===== src/rtl/logicgate_pkg.sv =====
// Gate opcodes and the per-bit gate evaluator.
// The pipe applies gate_eval to every bit position to get the WIDTH-bit result.
package logicgate_pkg;

   typedef enum logic [2:0] {
      OP_BUF  = 3'd0,
      OP_NOT  = 3'd1,
      OP_AND  = 3'd2,
      OP_OR   = 3'd3,
      OP_XOR  = 3'd4,
      OP_NAND = 3'd5,
      OP_NOR  = 3'd6,
      OP_XNOR = 3'd7
   } op_t;

   function automatic logic gate_eval(input op_t op, input logic a, input logic b);
      logic r;
      case (op)
         OP_BUF:  r = a;
         OP_NOT:  r = ~a;
         OP_AND:  r = a & b;
         OP_OR:   r = a | b;
         OP_XOR:  r = a ^ b;
         OP_NAND: r = ~(a & b);
         OP_NOR:  r = ~(a | b);
         OP_XNOR: r = ~(a ^ b);
         default: r = 1'b0;
      endcase
      return r;
   endfunction

endpackage


===== src/rtl/skid_fifo2.sv =====
// Two-entry valid/ready buffer with a registered in_ready.
// in_ready depends only on flops, so out_ready never reaches it combinationally.
module skid_fifo2 #(
   parameter int DATA_W = 10
) (
   input  logic              clk,
   input  logic              rst,
   input  logic              in_valid,
   output logic              in_ready,
   input  logic [DATA_W-1:0] in_data,
   output logic              out_valid,
   input  logic              out_ready,
   output logic [DATA_W-1:0] out_data
);

   logic [DATA_W-1:0] mem [2];
   logic              wr_ptr;
   logic              rd_ptr;
   logic [1:0]        count;
   logic [1:0]        count_n;
   logic              ready_q;
   logic              push;
   logic              pop;

   always_comb begin
      push    = in_valid && ready_q;
      pop     = (count != 2'd0) && out_ready;
      count_n = count;
      case ({push, pop})
         2'b10:   count_n = count + 2'd1;
         2'b01:   count_n = count - 2'd1;
         default: count_n = count;
      endcase
   end

   always_ff @(posedge clk) begin
      if (rst) begin
         mem[0]  <= '0;
         mem[1]  <= '0;
         wr_ptr  <= 1'b0;
         rd_ptr  <= 1'b0;
         count   <= 2'd0;
         ready_q <= 1'b1;
      end else begin
         if (push) begin
            mem[wr_ptr] <= in_data;
            wr_ptr      <= ~wr_ptr;
         end
         if (pop)
            rd_ptr <= ~rd_ptr;
         count   <= count_n;
         ready_q <= (count_n != 2'd2);
      end
   end

   // Empty buffer presents zeros rather than a stale entry.
   assign in_ready  = ready_q;
   assign out_valid = (count != 2'd0);
   assign out_data  = out_valid ? mem[rd_ptr] : '0;

endmodule


===== src/rtl/logic_gate_pipe.sv =====
// Registered bitwise gate unit: computes y/zero/parity on accept and queues
// them in a two-entry buffer so one result per cycle survives back-pressure.
module logic_gate_pipe
   import logicgate_pkg::*;
#(
   parameter int WIDTH = 8
) (
   input  logic             clk,
   input  logic             rst,
   input  logic             in_valid,
   output logic             in_ready,
   input  logic [2:0]       op,
   input  logic [WIDTH-1:0] a,
   input  logic [WIDTH-1:0] b,
   output logic             out_valid,
   input  logic             out_ready,
   output logic [WIDTH-1:0] y,
   output logic             zero,
   output logic             parity
);

   localparam int DATA_W = WIDTH + 2;

   logic [WIDTH-1:0]  y_calc;
   logic              zero_calc;
   logic              parity_calc;
   logic [DATA_W-1:0] fifo_out;

   for (genvar i = 0; i < WIDTH; i++) begin : g_bit
      assign y_calc[i] = gate_eval(op_t'(op), a[i], b[i]);
   end

   assign zero_calc   = (y_calc == '0);
   assign parity_calc = ^y_calc;

   skid_fifo2 #(
      .DATA_W (DATA_W)
   ) u_fifo (
      .clk       (clk),
      .rst       (rst),
      .in_valid  (in_valid),
      .in_ready  (in_ready),
      .in_data   ({parity_calc, zero_calc, y_calc}),
      .out_valid (out_valid),
      .out_ready (out_ready),
      .out_data  (fifo_out)
   );

   assign {parity, zero, y} = fifo_out;

endmodule

===== config.mk =====
export PLATFORM = sky130hd
export DESIGN_NAME = logic_gate_pipe
export DESIGN_NICKNAME = d
export VERILOG_FILES = /design/src/rtl/logicgate_pkg.sv /design/src/rtl/skid_fifo2.sv /design/src/rtl/logic_gate_pipe.sv
export SDC_FILE = /design/constraint.sdc
export NUM_CORES = 1
export LEC_CHECK = 0
export BUFFER_PORTS_ARGS = -buffer_cell sky130_fd_sc_hd__buf_2
export CORE_AREA = 4 4 70 72
export DETAILED_ROUTE_END_ITERATION = 10
export DIE_AREA = 0 0 74 76
export PLACE_DENSITY = 0.86
export SKIP_CTS_REPAIR_TIMING = 1
export SLEW_MARGIN = 20
export SYNTH_ARGS = -nofsm -noshare
export SYNTH_HDL_FRONTEND = slang
export SYNTH_SLANG_ARGS = --single-unit

===== constraint.sdc =====
create_clock -name clk -period 2.45 [get_ports clk]
set_input_delay 0.49 -clock clk [delete_from_list [all_inputs] [get_ports clk]]
set_output_delay 0.49 -clock clk [all_outputs]
set_load 0.03 [all_outputs]

==> impl_metrics.env <==
export IMPL_vias_per_cell=5.24
export IMPL_wl_um=3870
export IMPL_slew_viol_final=0
export IMPL_grt_usage=0.146
export IMPL_antennaDiodeCount=0
export IMPL_fmaxAchievable_mhz=430
export IMPL_dr_total_vias=1688
export IMPL_drcViolationCount=0
export IMPL_postRouteAntennaNets=0
export IMPL_peakVddDrop_mv=0.318
export IMPL_synth_area_mux_share=0.0520
export IMPL_setup_ws_ns=0.127
export IMPL_cellPowerDensity_mw_per_mm2=720
export IMPL_holdWs_ns=0.489
export IMPL_initial_core_util=0.493
export IMPL_cts_tree="yes"
export IMPL_drv_cap=0
export IMPL_drive_gt1_frac=0.226
export IMPL_grt_pass1_wl_um=6600
export IMPL_synth_fa_ha_area_frac=0.124
export IMPL_cts_max_level=1
export IMPL_layoutNonFillerInstCount=322
export IMPL_drtIter0Drc=99
export IMPL_worstSkewPairLatency_ns=0.27
export IMPL_fin_setup_tns_ns=0
export IMPL_synth_top_family_by_area="simple AND/OR/NAND/NOR gates"
export IMPL_yosysWarnings=0
export IMPL_placed_area_mm2=0.00239
export IMPL_cts_sinks=26
export IMPL_arrival_ns=2.35
export IMPL_rows=24
export IMPL_rsz0062_at_grt="false"
export IMPL_startpoint_type="primary input"
export IMPL_critPathSlowestCell="a221o_1"
export IMPL_yosys_cell_types_count=39
export IMPL_critPathMaxStageDelay_ns=0.30
export IMPL_die_area_mm2=0.00562
export IMPL_end_kind="flip-flop"
export IMPL_wl_met2_um=1810
export IMPL_power_total_mw=1.78
export IMPL_synth_compound_area_share=0.133
export IMPL_dp_cells=318
export IMPL_grt_overflow=0
export IMPL_post_route_min_period_ns=2.32
export IMPL_hold_class="primary input to flip-flop"
export IMPL_final_cell_area_mm2=0.00247
export IMPL_grt_max_degree=20
export IMPL_root_buffer="clkbuf_8"
export IMPL_post_synth_inst_count=227
export IMPL_finClkSkew_ns=0.00149
export IMPL_synth_nets=271
export IMPL_ys_ff_latch=26
export IMPL_synth_seq_area_share=0.340
export IMPL_wl_met3_um=225
export IMPL_multi_input_area_mm2=0.00124
export IMPL_synth_xor_area_frac=0.0496
export IMPL_cp_num_buf_inv=2
export IMPL_p_leak_nw=1.12
export IMPL_area_growth_pct=16.8
export IMPL_path_class="primary input to flip-flop"
export IMPL_clk_path_buf_depth=2
export IMPL_io_buffers=34
export IMPL_ioPinCount=35
export IMPL_top_layer_used="met4"
export IMPL_grt_pass1_vias=1586
export IMPL_cp_data_required_time_ns=2.47
export IMPL_status="completed"
export IMPL_fin_crit_sh=0.948
export IMPL_crit_path_max_fanout=3
export IMPL_post_drt_wl_per_cell_um=12.0
export IMPL_regArea_um2=721
export IMPL_routedLengthMet1_um=1710
export IMPL_hold_viol_final=0
export IMPL_synth_area_mm2=0.00212
export IMPL_dp_slack_ns=-0.189
export IMPL_avgSynthCellArea_um2=9.33
export IMPL_final_cell_mix="42 x nor2_1, 34 x buf_2, 22 x nand2b_1"
export IMPL_crit_family="adder cells"
export IMPL_final_common_cell="nor2_1"
export IMPL_antenna_found_initial=0
export IMPL_gp_congestion=0.778
export IMPL_cts_buffers=3
export IMPL_synthSimpleGateAreaFrac=0.222
export IMPL_fin_util=0.576
export IMPL_crit_chain="buf_2 -> inv_1 -> ha_1 -> nor3b_1 -> a221o_1 -> o32ai_4 -> ha_1 -> xnor2_1 -> xnor2_1 -> nor2_1"
export IMPL_synthFlopType="edfxtp_1"
export IMPL_hpwl_um=3120
export IMPL_slew_headroom=0.553
export IMPL_path_clk_slew_ns=0.08
export IMPL_drt_first_pass_iters=4
export IMPL_core_mm2=0.00429
export IMPL_nets=315
export IMPL_synth_edff_count=20
export IMPL_fill_cells=375
export IMPL_ys_async_sr_fraction=0
export IMPL_die_w_um=74
export IMPL_chipHeight_um=76
export IMPL_finalSetupViolations=0
export IMPL_max_slew_worst_pin_slew_ns=0.668
worst paths after layout:
path | startpoint | to | cells past startpoint | slack (ns)
setup / recovery | a[0] | u_fifo.mem[0][9] | 10 | 0.13
hold / removal | rst | flip-flop | 2 | 0.49
setup reg to reg | u_fifo.count[0] | u_fifo.in_ready | 7 | 0.37
hold reg to reg | u_fifo.rd_ptr | flip-flop | 2 | 0.53
registers in the layout (all words and copies together), names as in the netlist, named ones only:
| name | cells |
|---|---|
| u_fifo.mem | 20 |
| u_fifo.count | 2 |
| u_fifo.in_ready | 1 |
| u_fifo.rd_ptr | 1 |
| u_fifo.wr_ptr | 1 |
synth_stat cells, types with 2 or more instances:
cell type | n | area [µm²]
nor2b_1 | 10 | 62.6
nor3b_1 | 3 | 22.5
xnor2_1 | 11 | 96.3
clkbuf_1 | 4 | 15.0
o211ai_1 | 5 | 37.5
edfxtp_1 | 20 | 601
mux2i_1 | 11 | 110
inv_1 | 21 | 78.8
a32o_1 | 2 | 20.0
a21oi_1 | 7 | 35.0
buf_8 | 2 | 30.0
ha_1 | 21 | 263
dfxtp_1 | 6 | 120
buf_2 | 2 | 10.0
o32ai_2 | 3 | 48.8
nand2b_1 | 22 | 138
buf_4 | 3 | 22.5
nand2_1 | 5 | 18.8
a211o_1 | 3 | 26.3
or3_1 | 2 | 12.5
and3b_1 | 2 | 17.5
a32oi_1 | 4 | 35.0
nor2_1 | 42 | 158
cell type report:
cell class / count / area share
clock inverter: 1 / 0.0121
inverter: 21 / 0.0319
sequential: 26 / 0.291
clock buffer: 3 / 0.0167
tap: 52 / 0.0263
multi-input combinational: 168 / 0.502
timing repair buffer: 51 / 0.120
power by group:
part,switching [mW],internal [mW]
Clock,0.128,0.219
Combinational,0.468,0.321
Sequential,0.0662,0.580
routing by layer:
layer  vias to the layer above  global-route usage
li1                        868                   -
met1                       750               0.182
met2                        57               0.238
met3                        13              0.0185
met4                         0              0.0779
met5                         -                   0
cell families (layout without fill, tap and decap cells):
kind of cell    Yosys count  in the layout
buf+inv                  33             76
xor+xnor                 12             12
flops                    26             26
fa+ha+maj                21             21
compound gates           33             33
mux                      11             11
simple gates             91             91
No activity file was read; power rests on OpenSTA's default activity.
